==> src/rtl/capp_ctrl.sv <==
// capp_ctrl: command sequencer for an associative (content-addressable) cell
// array. Accepts one command at a time, drives the array's search and write
// lines, keeps the tag register, and returns a one-cycle completion pulse.
//
// Ports
//   CLK, RST_N          clock, synchronous active-low reset
//   cmd_valid/ready     command handshake (ready only in IDLE)
//   cmd_op/data/mask    opcode, comparand/write value, bit-participation mask
//   tags                tag register driven to the array
//   mismatch_lines      search drive, {~d,d} per bit, active only in SRCH
//   write_lines         write drive, {reset,set} per bit, active only in WR
//   match_lines         per-cell mismatch from the array (1 = mismatch)
//   read_lines          OR of stored words over tagged cells
//   rsp_valid           one-cycle completion pulse
//   rsp_data/any/err    read result, |tags after the command, illegal opcode
module capp_ctrl #(
    parameter int num_bits  = 32,
    parameter int num_cells = 100
) (
    input  logic                    CLK,
    input  logic                    RST_N,
    input  logic                    cmd_valid,
    output logic                    cmd_ready,
    input  logic [2:0]              cmd_op,
    input  logic [num_bits-1:0]     cmd_data,
    input  logic [num_bits-1:0]     cmd_mask,
    output logic [num_cells-1:0]    tags,
    output logic [2*num_bits-1:0]   mismatch_lines,
    output logic [2*num_bits-1:0]   write_lines,
    input  logic [num_cells-1:0]    match_lines,
    input  logic [num_bits-1:0]     read_lines,
    output logic                    rsp_valid,
    output logic [num_bits-1:0]     rsp_data,
    output logic                    rsp_any,
    output logic                    rsp_err
);

    localparam logic [2:0] OP_SET_ALL   = 3'd0;
    localparam logic [2:0] OP_SRCH_AND  = 3'd1;
    localparam logic [2:0] OP_SRCH_NEW  = 3'd2;
    localparam logic [2:0] OP_WRITE     = 3'd3;
    localparam logic [2:0] OP_READ      = 3'd4;
    localparam logic [2:0] OP_SEL_FIRST = 3'd5;
    localparam logic [2:0] OP_ANY       = 3'd6;

    typedef enum logic [2:0] {IDLE, SRCH, WR, SETTLE, RD} state_t;

    state_t                 state, state_nxt;
    logic [2:0]             op_q;
    logic [num_bits-1:0]    data_q, mask_q;
    logic [num_cells-1:0]   tags_nxt;
    logic [2*num_bits-1:0]  drive;
    logic                   done, err_nxt, rd_load, accept;

    assign cmd_ready = (state == IDLE);
    assign accept    = cmd_valid & cmd_ready;

    // Search and write share one encoding: even line follows the data bit,
    // odd line its complement; masked-off bits drive 00.
    always_comb begin
        drive = '0;
        for (int j = 0; j < num_bits; j++) begin
            drive[2*j]   = mask_q[j] &  data_q[j];
            drive[2*j+1] = mask_q[j] & ~data_q[j];
        end
    end

    always_comb begin
        state_nxt      = state;
        tags_nxt       = tags;
        done           = 1'b0;
        err_nxt        = 1'b0;
        rd_load        = 1'b0;
        mismatch_lines = '0;
        write_lines    = '0;
        case (state)
            IDLE: begin
                if (cmd_valid) begin
                    case (cmd_op)
                        OP_SET_ALL: begin
                            tags_nxt = '1;
                            done     = 1'b1;
                        end
                        OP_SRCH_AND,
                        OP_SRCH_NEW: state_nxt = SRCH;
                        OP_WRITE:    state_nxt = WR;
                        OP_READ:     state_nxt = RD;
                        OP_SEL_FIRST: begin
                            // two's-complement trick isolates the lowest set bit
                            tags_nxt = tags & (~tags + num_cells'(1));
                            done     = 1'b1;
                        end
                        OP_ANY: done = 1'b1;
                        default: begin
                            done    = 1'b1;
                            err_nxt = 1'b1;
                        end
                    endcase
                end
            end
            SRCH: begin
                mismatch_lines = drive;
                tags_nxt  = (op_q == OP_SRCH_AND) ? (tags & ~match_lines) : ~match_lines;
                done      = 1'b1;
                state_nxt = IDLE;
            end
            WR: begin
                write_lines = drive;
                state_nxt   = SETTLE;
            end
            // Array commits the store in two stages; hold drive low meanwhile.
            SETTLE: begin
                done      = 1'b1;
                state_nxt = IDLE;
            end
            RD: begin
                rd_load   = 1'b1;
                done      = 1'b1;
                state_nxt = IDLE;
            end
            default: state_nxt = IDLE;
        endcase
    end

    always_ff @(posedge CLK) begin
        if (!RST_N) begin
            state     <= IDLE;
            tags      <= '0;
            op_q      <= '0;
            data_q    <= '0;
            mask_q    <= '0;
            rsp_valid <= 1'b0;
            rsp_data  <= '0;
            rsp_any   <= 1'b0;
            rsp_err   <= 1'b0;
        end else begin
            state     <= state_nxt;
            tags      <= tags_nxt;
            rsp_valid <= done;
            if (accept) begin
                op_q   <= cmd_op;
                data_q <= cmd_data;
                mask_q <= cmd_mask;
            end
            if (done) begin
                rsp_any <= |tags_nxt;
                rsp_err <= err_nxt;
            end
            if (rd_load)
                rsp_data <= read_lines;
        end
    end

endmodule

==> config.mk <==
export PLATFORM = sky130hd
export DESIGN_NAME = capp_ctrl
export DESIGN_NICKNAME = d
export VERILOG_FILES = /design/src/rtl/capp_ctrl.sv
export SDC_FILE = /design/constraint.sdc
export NUM_CORES = 1
export LEC_CHECK = 0
export CAP_MARGIN = 20
export CORE_ASPECT_RATIO = 0.7
export CORE_MARGIN = 2
export CORE_UTILIZATION = 41
export DETAILED_ROUTE_END_ITERATION = 8
export GPL_ROUTABILITY_DRIVEN = 1
export PLACE_DENSITY = 0.84
export SETUP_SLACK_MARGIN = 0.1
export SYNTH_ARGS = -nofsm -noshare
export SYNTH_HDL_FRONTEND = slang
export SYNTH_SLANG_ARGS = --single-unit
==> constraint.sdc <==
create_clock -name CLK -period 2.95 [get_ports CLK]
set_input_delay 0.4425 -clock CLK [delete_from_list [all_inputs] [get_ports CLK]]
set_output_delay 0.4425 -clock CLK [all_outputs]
set_load 0.01 [all_outputs]
==> results.cfg, run 1 <==
[global_route]
use_met2_pct = 64.75
grt-busiest-layer = met2
grt_overflow = 0
antenna_found_initial = 1
grt_pass1_wl_mm = 101.5
grt_pass1_vias = 16586
grt_use_met3_pct = 14.74
grt_max_degree = 68
grtUsageTotal_pct = 43.01
grtUsageMet1_pct = 58.18

[power]
fin_total_pwr_mw = 9.777
leakage_nw = 9.999
seq_power_share_pct = 31.3
ir_drop_mv = 0.4855
combPwrFrac_pct = 37.0
p_per_area_nw_per_um2 = 457.5
switching_power_mw = 3.398
p_clk_share_pct = 31.6
swShare_pct = 34.76
p_int_mw = 6.378

[synthesis]
ys_dominant_reg_cell = dfxtp_1
yosysUniqueCellTypes = 82
synthArstFlopShare_pct = 0
synth_edf_count = 0
synthesis.area_sq_um = 12070
synthesis.nets = 1982
synth_warnings = 0
post_synth_inst_count = 1780
synth_seq_cells = 205
yosysSeqAreaShare_pct = 34.00
synth_area_per_cell_sq_um = 6.781

[critical_path]
cp_common_cell = buf_4
critPathLaunchType = register
cp.required_ns = 3.36
crit_family = simple AND/OR/NAND/NOR gates
crit_slowest_cell = or4b_4
worst-path-stages = 11
ff2ff_path_depth = 11
endpoint_kind = register
arrival_ns = 3.44
critPathBufInv = 2
worstPathCellList = buf_4, or2_4, nor2_4, buf_4, o21ai_2, a221oi_2, o21ai_1, or4b_4, or4_1, nor4_2, a31oi_1
path_class = register to register
critPathMaxStageDelay_ns = 0.52
crit_fanout = 8

[sta]
worst_pin_slew_ns = 1.032
fin_skew_ns = 0.03308
maxSlewHeadroom_pct = 31.06
tns_ns = -0.08524
holdWs_ns = 0.4380
hold_viol = 0
min_period_ns = 3.035
fmax_mhz = 329.5
setup_slack_ns = -0.08524
slew_viol_final = 0
setup_viol = 1
period_share_pct = 102.9
rsz0062_at_grt = yes

[routing]
drc = 0
postRouteWirelength_mm = 70.88
via_per_inst = 6.055
vias = 17796
dr.pass1.iters = 6
drt_iter0_drc = 2320
post_drt_wl_per_cell_um = 24.12
ant_nets = 0

[cts]
cts_buffers = 22
clock_sinks = 205
worstSkewPairLatency_ns = 0.55
clk_pin_slew_ns = 0.07
cts_tree = built
cts-root-buf = clkbuf_16
cts_buffer_depth = 3
h-tree-depth = 1

[placement]
io_buffer_count = 465
placed_area_sq_um = 19600
dp_cells = 2866
hpwlAfterDp_mm = 53.44
preCtsSetupSlack_ns = -0.6990
gp_congestion = 1.037

[final_layout]
syn_to_final_growth_pct = 77.04
fin_area_sq_um = 21370
drive_gt1_share_pct = 21.80
fin_cells = 2939
fin_nets = 2747
fillers = 2225
postLayoutCoreUtil_pct = 73.81

[job]
max-cap-violations = 0

[outcome]
failed_checks = setup timing
status = finished with violations

[die]
io_pins = 466
die_height_um = 147.6
fp-row-count = 52
start_util_pct = 41.69
dieWidth_um = 209.1
dieArea_sq_um = 30850
coreArea_sq_um = 28950

[worst_hold_path]
holdCritPathClass = input port to register
whs_path_depth = 3
cells by family after synthesis:
logic type	share of synthesized area, %
simple gates	36.65
compound gates	24.49
xor+xnor	0.07257
buf+inv	4.696
flops	34.00
mux	0.08293
metal layers:
layer	up-vias	wire length, um	share of wire (%)
met2	1376	29900	42
met4	0	2518	3.6
met1	8420	28010	40
li1	7816	-	-
met5	-	0	0
met3	184	10450	15
final cells by class:
cell class | count | area (sq um) | share of cell area [%]
repair buffers | 865 | 7999 | 37.43
multi-input cells | 1431 | 7916 | 37.05
diodes | 1 | 2.502 | 0.01171
clock buffers | 27 | 599.3 | 2.805
clock inverters | 12 | 181.4 | 0.8490
inverters | 20 | 77.57 | 0.3630
well taps | 378 | 473.0 | 2.213
flip-flops and latches | 205 | 4120 | 19.28
cell usage in the layout (no fill, tap or decap), drive strengths merged, types with 31 or more instances in the layout:
cell,n
nor2,322
nand2,293
clkdlybuf4s50,337
dfxtp,205
dlymetal6s2s,81
o21ai,123
buf,407
a31oi,31
dlygate4sd2,39
and2,39
nor4,47
nor3,80
a21oi,187
nand2b,44
Yosys cell counts (all sizes together) (4+ instances only):
library cell / instances / area [sq um]
nor2: 322 / 1221
and2: 39 / 244.0
a21oi: 187 / 935.9
or4b: 4 / 40.04
or2: 11 / 68.82
nand4: 22 / 137.6
a221oi: 9 / 85.08
o22ai: 12 / 75.07
nor3: 80 / 415.4
nand2: 293 / 1107
nand3: 22 / 110.1
and3: 5 / 31.28
o21ai: 123 / 619.3
nor3b: 4 / 41.29
buf: 23 / 111.4
nand4b: 7 / 61.31
dfxtp: 205 / 4104
a2bb2oi: 16 / 140.1
a31oi: 31 / 193.9
a311oi: 4 / 35.03
nand2b: 44 / 275.3
nor2b: 9 / 56.30
nand3b: 6 / 45.04
o2bb2ai: 5 / 43.79
inv: 19 / 71.32
o22a: 7 / 61.31
or4: 7 / 52.55
nor4b: 6 / 58.80
or3: 4 / 25.02
o31ai: 18 / 135.1
o21a: 16 / 120.1
o211ai: 11 / 82.58
a21o: 4 / 30.03
nor4: 47 / 359.1
o221ai: 5 / 43.79
a211oi: 7 / 52.55
clkbuf: 101 / 380.4
sequential cells by signal, summed over array words and instances (netlist names):
signal / count
tags: 100
data_q: 32
mask_q: 32
rsp_data: 32
op_q: 3
state: 3
rsp_any: 1
rsp_err: 1
rsp_valid: 1
path summary, 6_finish.rpt:
kind / startpoint / end / slack, ns
setup / recovery: state[2]$_SDFFE_PN0P_ / rsp_any$_SDFFE_PN0P_ / -0.09
hold / removal: read_lines[2] / rsp_data[2]$_SDFFE_PN0N_ / 0.44
setup reg to reg: state[2]$_SDFFE_PN0P_ / rsp_any$_SDFFE_PN0P_ / -0.09
hold reg to reg: rsp_data[18]$_SDFFE_PN0N_ / rsp_data[18]$_SDFFE_PN0N_ / 0.46
worst register-to-register path: cells and delay by family (launching register included):
kind / cells / cell delay [ns]
flops: 1 / 0.34
buf+inv: 2 / 0.28
compound gates: 4 / 0.58
simple gates: 5 / 1.71
power groups by stage:
stage / sequential, mW / combinational, mW / clock (mW)
detailed placement: 3.11 / 3.18 / 0
global route: 3.08 / 3.76 / 3.19
floorplan: 3.16 / 1.25 / 0
CTS: 3.05 / 3.37 / 3.10
finish: 3.06 / 3.62 / 3.09
global placement: 3.10 / 3.17 / 0
repair_timing:
item / CTS / global route
resized for setup: 156 / 126
cloned: 0 / 1
pin swaps: 31 / 24
hold buffers: 0 / 0
endpoints found under the setup margin: 135 / 73
setup buffers: 25 / 8
Power figures use the tool's default switching activity.
==> run 2: changes to the inputs <==
- CAP_MARGIN: 20 -> 5
- CORE_AREA: unset -> 2 2 182 184
- CORE_ASPECT_RATIO: 0.7 -> unset
- CORE_MARGIN: 2 -> unset
- CORE_UTILIZATION: 41 -> unset
- CTS_CLUSTER_SIZE: unset -> 25
- DIE_AREA: unset -> 0 0 184 186
- PLACE_DENSITY: 0.84 -> 0.75
- clock period: 2.95 -> 3.1 ns (I/O delays scaled with it)
==> run 2 against run 1 <==
  * The run now ends clean
  * Final cell count down 0.75%
  * Sequential cell count unchanged
  * Wire length down 6.2%
  * Clock-buffer cell count up 6
  * Utilization down 9.3 points
  * Die area up 11%
  * Sequential power down 5%
  * Sequential share of layout area up 0.50 points
  * Clock skew down 0.021 ns
  * Via count down 3.8%
  * Critical path type unchanged
  * Critical endpoint unchanged
  * Largest power group is now clock
==> results.cfg, run 2 (synthesis results as in run 1) <==
[outcome]
status = finished, final reports clean

[critical_path]
r2r-end = rsp_any$_SDFFE_PN0P_
critPathLaunchType = register
ff2ff_path_depth = 12
path_class = register to register
arrival_ns = 3.54
crit_fanout = 4
r2r_setup_slack_ns = 0.02
reg2reg_from = tags[32]$_SDFF_PN0_
critPathMaxStageDelay_ns = 0.41
worstPathCellList = nor4_2, nand4_1, buf_4, nor4_4, buf_4, nand4_1, buf_4, nor3_1, o21ai_0, nand4_1, nor4_2, a31oi_1
crit_family = simple AND/OR/NAND/NOR gates
cp.required_ns = 3.57
endpoint_kind = register
crit_slowest_cell = nor4_2
critPathBufInv = 3

[placement]
gp_congestion = 1.035
placed_area_sq_um = 19430
io_buffer_count = 465
hpwlAfterDp_mm = 50.45

[sta]
fin_skew_ns = 0.01173
slew_viol_final = 0
rsz0062_at_grt = yes
min_period_ns = 3.077
worst_pin_slew_ns = 1.137
fmax_mhz = 325.0
maxSlewHeadroom_pct = 24.02
setup_viol = 0
hold_viol = 0
tns_ns = 0
period_share_pct = 99.27

[routing]
drt_iter0_drc = 2063
ant_nets = 0
via_per_inst = 5.867
post_drt_wl_per_cell_um = 22.79
postRouteWirelength_mm = 66.48
drc = 0
vias = 17114
dr.pass1.iters = 6

[cts]
h-tree-depth = 1
cts_buffers = 25
clock_sinks = 205
cts-root-buf = clkbuf_16
cts_tree = built
clk_pin_slew_ns = 0.07
worstSkewPairLatency_ns = 0.53
cts_buffer_depth = 3

[final_layout]
drive_gt1_share_pct = 18.42
largest_register_ffs = 100
regMostFlops = tags
syn_to_final_growth_pct = 72.13
fillers = 2811
fin_nets = 2696
mostFrequentLayoutCell = clkdlybuf4s50_1
fin_area_sq_um = 20780
final_cell_mix = clkdlybuf4s50_1 (452), buf_4 (326), nor2_1 (313)
postLayoutCoreUtil_pct = 64.51

[die]
die_height_um = 186
io_pins = 466
dieWidth_um = 184
fp-row-count = 66
dieArea_sq_um = 34220
coreArea_sq_um = 32210
start_util_pct = 37.48

[global_route]
antenna_found_initial = 5
grt_pass1_vias = 15698
grtUsageTotal_pct = 36.24
grt_overflow = 0
grt_max_degree = 97
grt_pass1_wl_mm = 94.46

[power]
leakage_nw = 8.106
ir_drop_mv = 0.3763
p_per_area_nw_per_um2 = 458.2

[worst_hold_path]
whs_path_depth = 2
holdCritPathClass = register to register
hp-start = rsp_data[15]$_SDFFE_PN0N_
min_to = rsp_data[15]$_SDFFE_PN0N_

[job]
max-cap-violations = 0
[run 2: cell count changes in the layout (fill, tap and decap cells not counted), moves of 8 or more]
cell	before	now
buf_2	8	0
buf_4	374	326
clkdlybuf4s50_1	337	452
dlygate4sd2_1	39	9
dlymetal6s2s_1	81	4
nor4_1	21	29
nor4_2	17	7
o21ai_0	106	117
o21ai_1	15	4
[run 2: how the worst max path moves through the flow]
stage / cells past startpoint / from / to / slack [ns]
after floorplan: 10 / cmd_op[0] / rsp_any$_SDFFE_PN0P_ / 0.30
after global placement: 11 / cmd_op[0] / rsp_any$_SDFFE_PN0P_ / -0.45
after detailed placement: 12 / cmd_op[0] / rsp_any$_SDFFE_PN0P_ / -0.49
after CTS: 12 / tags[6]$_SDFF_PN0_ / rsp_any$_SDFFE_PN0P_ / 0.10
after global routing: 11 / op_q[2]$_SDFFE_PN0P_ / rsp_any$_SDFFE_PN0P_ / -0.04
final: 12 / tags[32]$_SDFF_PN0_ / rsp_any$_SDFFE_PN0P_ / 0.02
[run 2: per-layer routing]
metal	share of wire [%]	wire length, um	track usage (%)
met1	40	26530	48.26
met2	44	29160	56.39
met3	11	7349	7.709
met4	5.1	3423	16.10
met5	0.036	24	0
[run 2: repair_timing]
item                                    4_1_cts  5_1_grt
buffers inserted                              1        6
gates cloned                                  0        1
gates resized for setup                      35       50
hold buffers                                  0        0
endpoints found under the hold margin         0        0
pin swaps                                     2       17
endpoints found under the setup margin      123       61
[run 2: final cells by class]
cell class                      instances  area [sq um]  area share (%)
Clock inverter                          8         219.0           1.054
Tap cell                              408         510.5           2.457
Multi-Input combinational cell       1432          7731           37.21
Clock buffer                           33         715.7           3.445
Antenna cell                            1         2.502         0.01204
Inverter                               20         77.57          0.3734
Sequential cell                       205          4109           19.78
Timing Repair Buffer                  810          7411           35.67
[run 2: worst reg2reg max path, cell delays in order, from the launching register on]
cell and delay, ns:
dfxtp_1 0.33, nor4_2 0.41, nand4_1 0.22, buf_4 0.23, nor4_4 0.25, buf_4 0.19, nand4_1 0.21, buf_4 0.23
nor3_1 0.22, o21ai_0 0.29, nand4_1 0.23, nor4_2 0.07, a31oi_1 0.14
[run 2: stage by stage]
step	setup slack [ns]	hold WS (ns)	power, mW	instances
after floorplan	0.2968	0.4443	4.198	1780
after global placement	-0.4473	0.4410	5.915	2867
after detailed placement	-0.4916	0.4476	5.934	2867
after CTS	0.1013	0.4554	9.351	2909
after global routing	-0.03960	0.4761	9.803	2916
final	0.02261	0.4509	9.519	2917
[run 2: power by group]
group          internal [mW]  switching (mW)
sequential              2.78           0.121
combinational           1.47            1.76
clock                   2.18            1.20
